--- config.mk ---
export PLATFORM = sky130hd
export DESIGN_NAME = uart_rx_flat
export DESIGN_NICKNAME = d
export VERILOG_FILES = /design/src/rtl/uart_rx_if.sv /design/src/rtl/uart_rx.sv /design/src/flat_wrapper.sv
export SDC_FILE = /design/constraint.sdc
export NUM_CORES = 1
export LEC_CHECK = 0
export BUFFER_PORTS_ARGS = -buffer_cell sky130_fd_sc_hd__buf_2
export CAP_MARGIN = 20
export CORE_UTILIZATION = 59
export CTS_BUF_LIST = sky130_fd_sc_hd__clkbuf_8
export CTS_CLUSTER_SIZE = 25
export DETAILED_ROUTE_END_ITERATION = 8
export GPL_TIMING_DRIVEN = 0
export MAX_ROUTING_LAYER = met4
export PLACE_DENSITY_LB_ADDON = 0.2
export RECOVER_POWER = 100
export SLEW_MARGIN = 5
export SYNTH_ARGS = -nofsm -noshare
export SYNTH_HDL_FRONTEND = slang
export SYNTH_SLANG_ARGS = --single-unit
export TNS_END_PERCENT = 1
--- constraint.sdc ---
create_clock -name clk -period 2.03 [get_ports clk]
set_input_delay 0.1015 -clock clk [delete_from_list [all_inputs] [get_ports clk]]
set_output_delay 0.1015 -clock clk [all_outputs]
set_load 0.02 [all_outputs]
--- src/rtl/uart_rx_if.sv ---
// ---------------------------------------------------------------------------
// uart_rx_if
// Bundles the serial-receive side signals of the UART receiver.
//   b_tick    : 16x oversampling tick, single clk wide (into receiver)
//   rx        : raw serial line, idle high, asynchronous (into receiver)
//   rx_data   : last correctly received byte (from receiver)
//   rx_done   : one-cycle pulse when rx_data updates (from receiver)
//   frame_err : one-cycle pulse on a bad stop bit (from receiver)
//   rx_busy   : high whenever the receiver is not idle (from receiver)
// The slave modport is the receiver; the master modport is its environment.
// ---------------------------------------------------------------------------
interface uart_rx_if #(
    parameter int DATA_BITS = 8
);
    logic                 b_tick;
    logic                 rx;
    logic [DATA_BITS-1:0] rx_data;
    logic                 rx_done;
    logic                 frame_err;
    logic                 rx_busy;

    modport master (
        output b_tick,
        output rx,
        input  rx_data,
        input  rx_done,
        input  frame_err,
        input  rx_busy
    );

    modport slave (
        input  b_tick,
        input  rx,
        output rx_data,
        output rx_done,
        output frame_err,
        output rx_busy
    );
endinterface

--- src/rtl/uart_rx.sv ---
// ---------------------------------------------------------------------------
// uart_rx
// 8N1 (DATA_BITS configurable) UART receiver driven by a 16x oversampling
// tick. The serial line is double-flopped, the start bit is re-checked at
// its centre, data bits are sampled LSB-first at each bit centre and the
// stop bit is verified before the byte is presented.
// Ports:
//   clk : system clock
//   rst : asynchronous reset, active low
//   bus : uart_rx_if slave (b_tick, rx in; rx_data, rx_done, frame_err,
//         rx_busy out)
// ---------------------------------------------------------------------------
module uart_rx #(
    parameter int DATA_BITS  = 8,
    parameter int OVERSAMPLE = 16
) (
    input  logic     clk,
    input  logic     rst,
    uart_rx_if.slave bus
);

    localparam int TW = (OVERSAMPLE > 1) ? $clog2(OVERSAMPLE) : 1;
    localparam int BW = (DATA_BITS > 1) ? $clog2(DATA_BITS) : 1;

    localparam logic [TW-1:0] TICK_MID  = TW'(OVERSAMPLE / 2 - 1);
    localparam logic [TW-1:0] TICK_LAST = TW'(OVERSAMPLE - 1);
    localparam logic [BW-1:0] BIT_LAST  = BW'(DATA_BITS - 1);

    typedef enum logic [2:0] {
        IDLE,
        START,
        DATA,
        STOP,
        BRK
    } state_t;

    state_t               state, state_n;
    logic [TW-1:0]        tick_cnt, tick_n;
    logic [BW-1:0]        bit_cnt, bit_n;
    logic [DATA_BITS-1:0] shreg, shreg_n;
    logic [DATA_BITS-1:0] data_r, data_n;
    logic                 done_r, done_n;
    logic                 err_r, err_n;

    // Synchroniser stage: rx -> sync_p0 -> sync_p1 (= rx_s), reset to idle level
    logic sync_p0, sync_p1;
    logic rx_s;

    always_ff @(posedge clk or negedge rst) begin
        if (!rst) begin
            sync_p0 <= 1'b1;
            sync_p1 <= 1'b1;
        end else begin
            sync_p0 <= bus.rx;
            sync_p1 <= sync_p0;
        end
    end

    assign rx_s = sync_p1;

    // Frame state register stage
    always_ff @(posedge clk or negedge rst) begin
        if (!rst) begin
            state    <= IDLE;
            tick_cnt <= '0;
            bit_cnt  <= '0;
            shreg    <= '0;
            data_r   <= '0;
            done_r   <= 1'b0;
            err_r    <= 1'b0;
        end else begin
            state    <= state_n;
            tick_cnt <= tick_n;
            bit_cnt  <= bit_n;
            shreg    <= shreg_n;
            data_r   <= data_n;
            done_r   <= done_n;
            err_r    <= err_n;
        end
    end

    // Next-state / output decode
    always_comb begin
        state_n = state;
        tick_n  = tick_cnt;
        bit_n   = bit_cnt;
        shreg_n = shreg;
        data_n  = data_r;
        done_n  = 1'b0;
        err_n   = 1'b0;

        case (state)
            IDLE: begin
                // Edge detection runs every clk; b_tick is irrelevant here.
                if (!rx_s) begin
                    state_n = START;
                    tick_n  = '0;
                end
            end

            START: begin
                if (bus.b_tick) begin
                    if (tick_cnt == TICK_MID) begin
                        // A line that is high again at mid start bit was a glitch.
                        if (!rx_s) begin
                            state_n = DATA;
                            tick_n  = '0;
                            bit_n   = '0;
                        end else begin
                            state_n = IDLE;
                        end
                    end else begin
                        tick_n = tick_cnt + 1'b1;
                    end
                end
            end

            DATA: begin
                if (bus.b_tick) begin
                    if (tick_cnt == TICK_LAST) begin
                        // Right shift: first received bit ends up in the LSB.
                        shreg_n = {rx_s, shreg[DATA_BITS-1:1]};
                        tick_n  = '0;
                        if (bit_cnt == BIT_LAST) begin
                            state_n = STOP;
                        end else begin
                            bit_n = bit_cnt + 1'b1;
                        end
                    end else begin
                        tick_n = tick_cnt + 1'b1;
                    end
                end
            end

            STOP: begin
                if (bus.b_tick) begin
                    if (tick_cnt == TICK_LAST) begin
                        tick_n = '0;
                        // Returning to IDLE at the stop-bit centre leaves half a
                        // bit of margin for a back-to-back start edge.
                        if (rx_s) begin
                            data_n  = shreg;
                            done_n  = 1'b1;
                            state_n = IDLE;
                        end else begin
                            err_n   = 1'b1;
                            state_n = BRK;
                        end
                    end else begin
                        tick_n = tick_cnt + 1'b1;
                    end
                end
            end

            BRK: begin
                // Hold off new frames until the line has returned high.
                if (rx_s) begin
                    state_n = IDLE;
                end
            end

            default: begin
                state_n = IDLE;
            end
        endcase
    end

    assign bus.rx_data   = data_r;
    assign bus.rx_done   = done_r;
    assign bus.frame_err = err_r;
    assign bus.rx_busy   = (state != IDLE);

endmodule

--- src/flat_wrapper.sv ---
// flat-port wrapper written by rule: the top's interface ports become plain ports
module uart_rx_flat 
#(
    parameter int DATA_BITS  = 8,
    parameter int OVERSAMPLE = 16
)
  (clk, rst, bus_b_tick, bus_rx, bus_rx_data, bus_rx_done, bus_frame_err, bus_rx_busy);
  uart_rx_if #(.DATA_BITS(DATA_BITS)) bus_i ();
  input  logic clk;
  input  logic rst;
  input wire logic [$bits(bus_i.b_tick)-1:0] bus_b_tick;
  input wire logic [$bits(bus_i.rx)-1:0] bus_rx;
  output wire logic [$bits(bus_i.rx_data)-1:0] bus_rx_data;
  output wire logic [$bits(bus_i.rx_done)-1:0] bus_rx_done;
  output wire logic [$bits(bus_i.frame_err)-1:0] bus_frame_err;
  output wire logic [$bits(bus_i.rx_busy)-1:0] bus_rx_busy;
  assign bus_i.b_tick = bus_b_tick;
  assign bus_i.rx = bus_rx;
  assign bus_rx_data = bus_i.rx_data;
  assign bus_rx_done = bus_i.rx_done;
  assign bus_frame_err = bus_i.frame_err;
  assign bus_rx_busy = bus_i.rx_busy;
  uart_rx #(.DATA_BITS(DATA_BITS), .OVERSAMPLE(OVERSAMPLE)) u_core (.clk(clk), .rst(rst), .bus(bus_i));
endmodule
## Word-level counts from Yosys, hierarchy flattened

Cells that the tools add are included.

- Word-level logic and storage cells: 73
- Output and inout port bits: 11
- Input port bits: 4
- Flip-flop bits (word level): 30

- Reductions and logical operators: 10
- Equal/unequal tests: 19
- Muxes and demuxes: 33
- Add/sub/neg operators: 2

Operators by type and width:

| kind | number |
|---|---|
| $mux W3 | 16 |
| $mux W4 | 5 |
| $pmux W3 S5 | 1 |
| $ne A2 B1 Y1 const B | 6 |
| $ne A2 B2 Y1 const B | 6 |
| $pmux W4 S3 | 1 |
| $reduce_and A9 Y1 | 1 |
| $mux W1 | 8 |
| $reduce_and A7 Y1 | 1 |
| $eq A3 B2 Y1 const B | 2 |
| $eq A3 B3 Y1 const B | 2 |
| $pmux W3 S2 | 1 |
| $reduce_and A3 Y1 | 2 |
| $reduce_bool A3 Y1 | 2 |
| $add A4 B1 Y4 const B | 1 |
| $eq A4 B3 Y1 const B | 1 |
| $eq A4 B4 Y1 const B | 1 |
| $reduce_and A4 Y1 | 1 |
| $add A3 B1 Y3 const B | 1 |
| $eq A3 B1 Y1 const B | 1 |
| $logic_not A3 Y1 | 1 |
| $mux W2 | 1 |
| $reduce_bool A2 Y1 | 1 |
| $reduce_or A2 Y1 | 1 |

## Depth between registers and ports, before layout

- Depth after elaboration: 5
- Mapped depth: 6
- Mapped depth without buffers: 5

## Worst setup path before layout

OpenSTA, ideal clock, no wires.

- Path kind: register to register
- From: reg u_core.tick_cnt[0]
- To: reg u_core.data_r[0] (netlist: u_core.bus.rx_data[0])
- Data required time: 1905 ps
- Clock period less this slack: 1770 ps
- Buffers on the path: 1
- Arrival time: 1646 ps
- Slack: 260 ps
- Library setup time: 125 ps
- Stages on the path, launching flop included: 7
- Cells stage by stage: dfrtp_1 -> ha_1 -> and3_1 -> buf_6 -> nand4b_4 -> nor3_4 -> mux2_2

- Word-level cells in the longest chain between the ends: 2

RTL lines:

| element | RTL line | source |
|---|---|---|
| start: declaration | uart_rx.sv:38 | `logic [TW-1:0] tick_cnt, tick_n;` |
| start signal: assignment | uart_rx.sv:73 | `tick_cnt <= tick_n;` |
| $eq A4 B4 Y1 | uart_rx.sv:137 | `if (tick_cnt == TICK_LAST) begin` |
| $reduce_and A4 Y1 (no line) | n/a |  |
| end signal: assignment | uart_rx.sv:76 | `data_r <= data_n;` |
| end: declaration | uart_rx.sv:41 | `logic [DATA_BITS-1:0] data_r, data_n;` |

Every way passes these cells.
A chain may end at the register's enable or synchronous reset.

## Final worst setup path

- From: reg u_core.tick_cnt[0]
- To: reg u_core.data_r[2] (netlist: u_core.bus.rx_data[2])

Same word-level chain as after synthesis.

==> parameters.txt <==
Parameter                              Value

Clock tree
  CTS clock-pin slew for the worst setup and hold paths    around 0.06 ns
  Clock latency at the later pin of the worst-skew pair    approximately 0.28 ns
  CTS tree    yes
  Library cell used as clock root buffer    sky130_fd_sc_hd__clkbuf_8
  Clock tree sinks    30
  Maximum count of clock buffers along a single path    2
  Clock buffers created by TritonCTS    5
  Level count of the clock H-tree    2

Job
  Number of max-capacitance violations reported    1

Yosys
  Flip-flop and latch count after synthesis    30
  Share of synthesized registers carrying an async set or reset    100%
  Count of flip-flops with a built-in enable after synthesis    0
  Register area share after synthesis    55.8%
  Mean area per synthesized cell    13.2 um^2
  Synthesized net count    109
  Post-synthesis cell type count    37
  Number of warnings issued by yosys    0
  Main flop type after synthesis    sky130_fd_sc_hd__dfrtp_1
  Post-Syn Instances    around 100
  Post-Synthesis Cell Area    1350 um^2

STA
  Headroom to the max-slew limit    -3.69%
  Transition time at the pin with the least slew margin    roughly 1.6 ns
  Final setup TNS    0 ns
  Post-route minimum period    1.94 ns
  Final critical-path setup slack    ~0.086 ns
  Timing-limited maximum frequency    about 510 MHz
  Final Hold Vio Count    0
  Largest clock skew in the final design    0.00231 ns
  Portion of the clock cycle consumed by the worst path in the final layout    95.7%
  Final max-slew violation count    31
  Setup Viol. Count Final    0

Power and ir drop
  Highest ir drop seen on vdd    0.736 mV
  Reported leakage power    between 0.7 and 0.8 nW
  PD cells    1130 nW/um^2

Min path
  Tightest Hold Check Type    in2reg

Worst setup path
  Critical path required time    2.19 ns
  Endpoint arrival time on the critical path    2.11 ns
  Worst Setup Path Type    reg2reg
  Type of origin of the critical path    register
  Worst-path maximum fanout    6
  Kind of end point of the critical path    register

Floorplan
  Top Ports    15
  Die Footprint    2480 um^2
  Width of the die    roughly 50 um
  Floorplan Core Area    between 2000 and 2500 um^2
  Std-Cell Rows    16
  Chip height    49.8 um
  Effective utilization at floorplan    65.4%

Cells and area
  Final cell area excluding filler cells    1600 um^2
  Fraction of final layout cells sized beyond drive strength 1    32.8%
  Fill cell count    129
  Highest-count cells in the layout ignoring fill and taps    sky130_fd_sc_hd__dfrtp_1 (28), sky130_fd_sc_hd__mux2_2 (18), sky130_fd_sc_hd__clkbuf_1 (14)
  Leading cell type in the layout, fill and taps excluded    sky130_fd_sc_hd__dfrtp_1
  Total number of nets in the final design    134
  Storage element area    753 um^2
  Filler-free cell count of the finished design    between 150 and 200
  Layout overhead on the synthesized area    18.7%
  Area taken by multi-input logic gates    576 um^2
  Fraction of the core area covered by cells at the end of the flow    77.7%
  Ant. Diodes    0

Routing
  Routed len/inst    15.8 um
  Post-detailed-route count of antenna-violating nets    0
  Vias per cell    5.79
  1st-pass router iterations    4
  Vias post-DR    898
  # DRC    0
  Total Routed Length    between 2 and 2.5 mm
  Number of design-rule violations left by the first detailed-router iteration    14

Placement
  Final GP Congestion    about 0.8
  HPWL after detailed placement    1.60 mm
  Setup slack after placement    0.0118 ns
  Instance area after placement    1450 um^2
  Placed Cells incl. Taps    143
  Count of input and output buffers    14

GRT
  Wire length of the first global-routing pass    4.04 mm
  Number of antenna violations at the first check in global routing    0
  Remaining global-route overflow    0
  Pin count of the biggest net entering global routing    31
  Tot GR Track Use    between 20% and 30%
  Number of global-route vias before repair    921

Outcome
  Status    finished with violations
  Violations in the final reports    capacitance limit, slew limit
through the flow:
| step | hold WS, ns | total power (W) |
|---|---|---|
| 2_1_floorplan | -0.194 | 0.00112 |
| 3_3_place_gp | 0.155 | 0.00119 |
| 3_5_place_dp | 0.163 | 0.00122 |
| 4_1_cts | 0.272 | 0.00179 |
| 5_1_grt | 0.295 | 0.00189 |
| 6_report | 0.275 | 0.00180 |
area by class of cell:
class,instances,share of cell area [%]
flip-flops and latches,30,47.0
clock buffers,8,6.88
plain buffers,5,1.87
repair buffers,18,5.70
multi-input cells,65,35.9
well taps,27,2.11
inverters,2,0.469
where the power goes:
part	internal, W	switching, W	total, W
clock network	0.000341	0.000206	0.000547
registers	0.000671	0.0000750	0.000746
logic	0.000235	0.000275	0.000510
total	0.00125	0.000556	0.00180
final timing paths:
path,start,end,slack [ns],depth (start not counted)
hold reg to reg,u_core.sync_p0,u_core.rx_s,0.36,0
setup reg to reg,u_core.tick_cnt[0],u_core.bus.rx_data[2],0.09,7
setup / recovery,u_core.tick_cnt[0],u_core.bus.rx_data[2],0.09,7
min in group asynchronous,rst,u_core.tick_cnt[1],0.74,2
hold / removal,bus_b_tick,u_core.tick_cnt[2],0.27,4
max in group asynchronous,rst,u_core.shreg[7],0.38,2
worst max-delay path, cell delays in order (launching register included):
cell                       delay, ns
sky130_fd_sc_hd__dfrtp_1        0.42
sky130_fd_sc_hd__ha_4           0.18
sky130_fd_sc_hd__and3_1         0.18
sky130_fd_sc_hd__buf_6          0.13
sky130_fd_sc_hd__nand4b_4       0.16
sky130_fd_sc_hd__nor3_4         0.23
sky130_fd_sc_hd__buf_4          0.17
sky130_fd_sc_hd__mux2_2         0.34
registers in the layout, summed over array words and instances, names as in the netlist:
| name | flops |
|---|---|
| u_core.rx_s | 1 |
| u_core.state | 3 |
| u_core.bus.frame_err | 1 |
| u_core.shreg | 8 |
| u_core.bit_cnt | 3 |
| u_core.sync_p0 | 1 |
| u_core.tick_cnt | 4 |
| u_core.bus.rx_data | 8 |
| u_core.bus.rx_done | 1 |
cell families after synthesis:
logic type               synth area share [%]
AO/OA/AOI/OAI                            10.1
flip-flops                               55.8
buffers and inverters                    2.78
AND/OR/NAND/NOR                          11.4
XOR/XNOR                                 1.30
adder cells (fa/ha/maj)                  2.78
multiplexers                             15.8
timing repair:
item	CTS	global route
hold endpoints to repair	29	0
pin swaps	1	0
endpoints found under the setup margin	8	16
hold buffers	2	0
cloned	0	0
buffers inserted	2	0
gates resized for setup	0	3
cells in the mapped netlist (all sizes together), types with 2 or more instances:
library cell   n  share of area [%]
dfrtp         28                 52
mux2          18                 15
a22o           5                3.2
nor2           5                1.6
clkbuf         3               0.83
ha             3                2.8
nand2          3               0.83
nor3           3                1.9
a31oi          2               0.93
buf            2                1.4
dfstp          2                3.9
inv            2               0.56
nand3          2               0.74
nand3b         2                1.1
or2            2               0.93
xnor2          2                1.3
per-layer routing:
| metal | vias to the layer above | routed length, um | GRT usage, % |
|---|---|---|---|
| li1 | 425 | - | - |
| met1 | 443 | 980 | 25.0 |
| met2 | 25 | 1300 | 40.1 |
| met3 | 5 | 128 | 9.26 |
| met4 | 0 | 40 | 7.14 |
| met5 | - | 0 | - |
No activity file was read; power rests on OpenSTA's default activity.
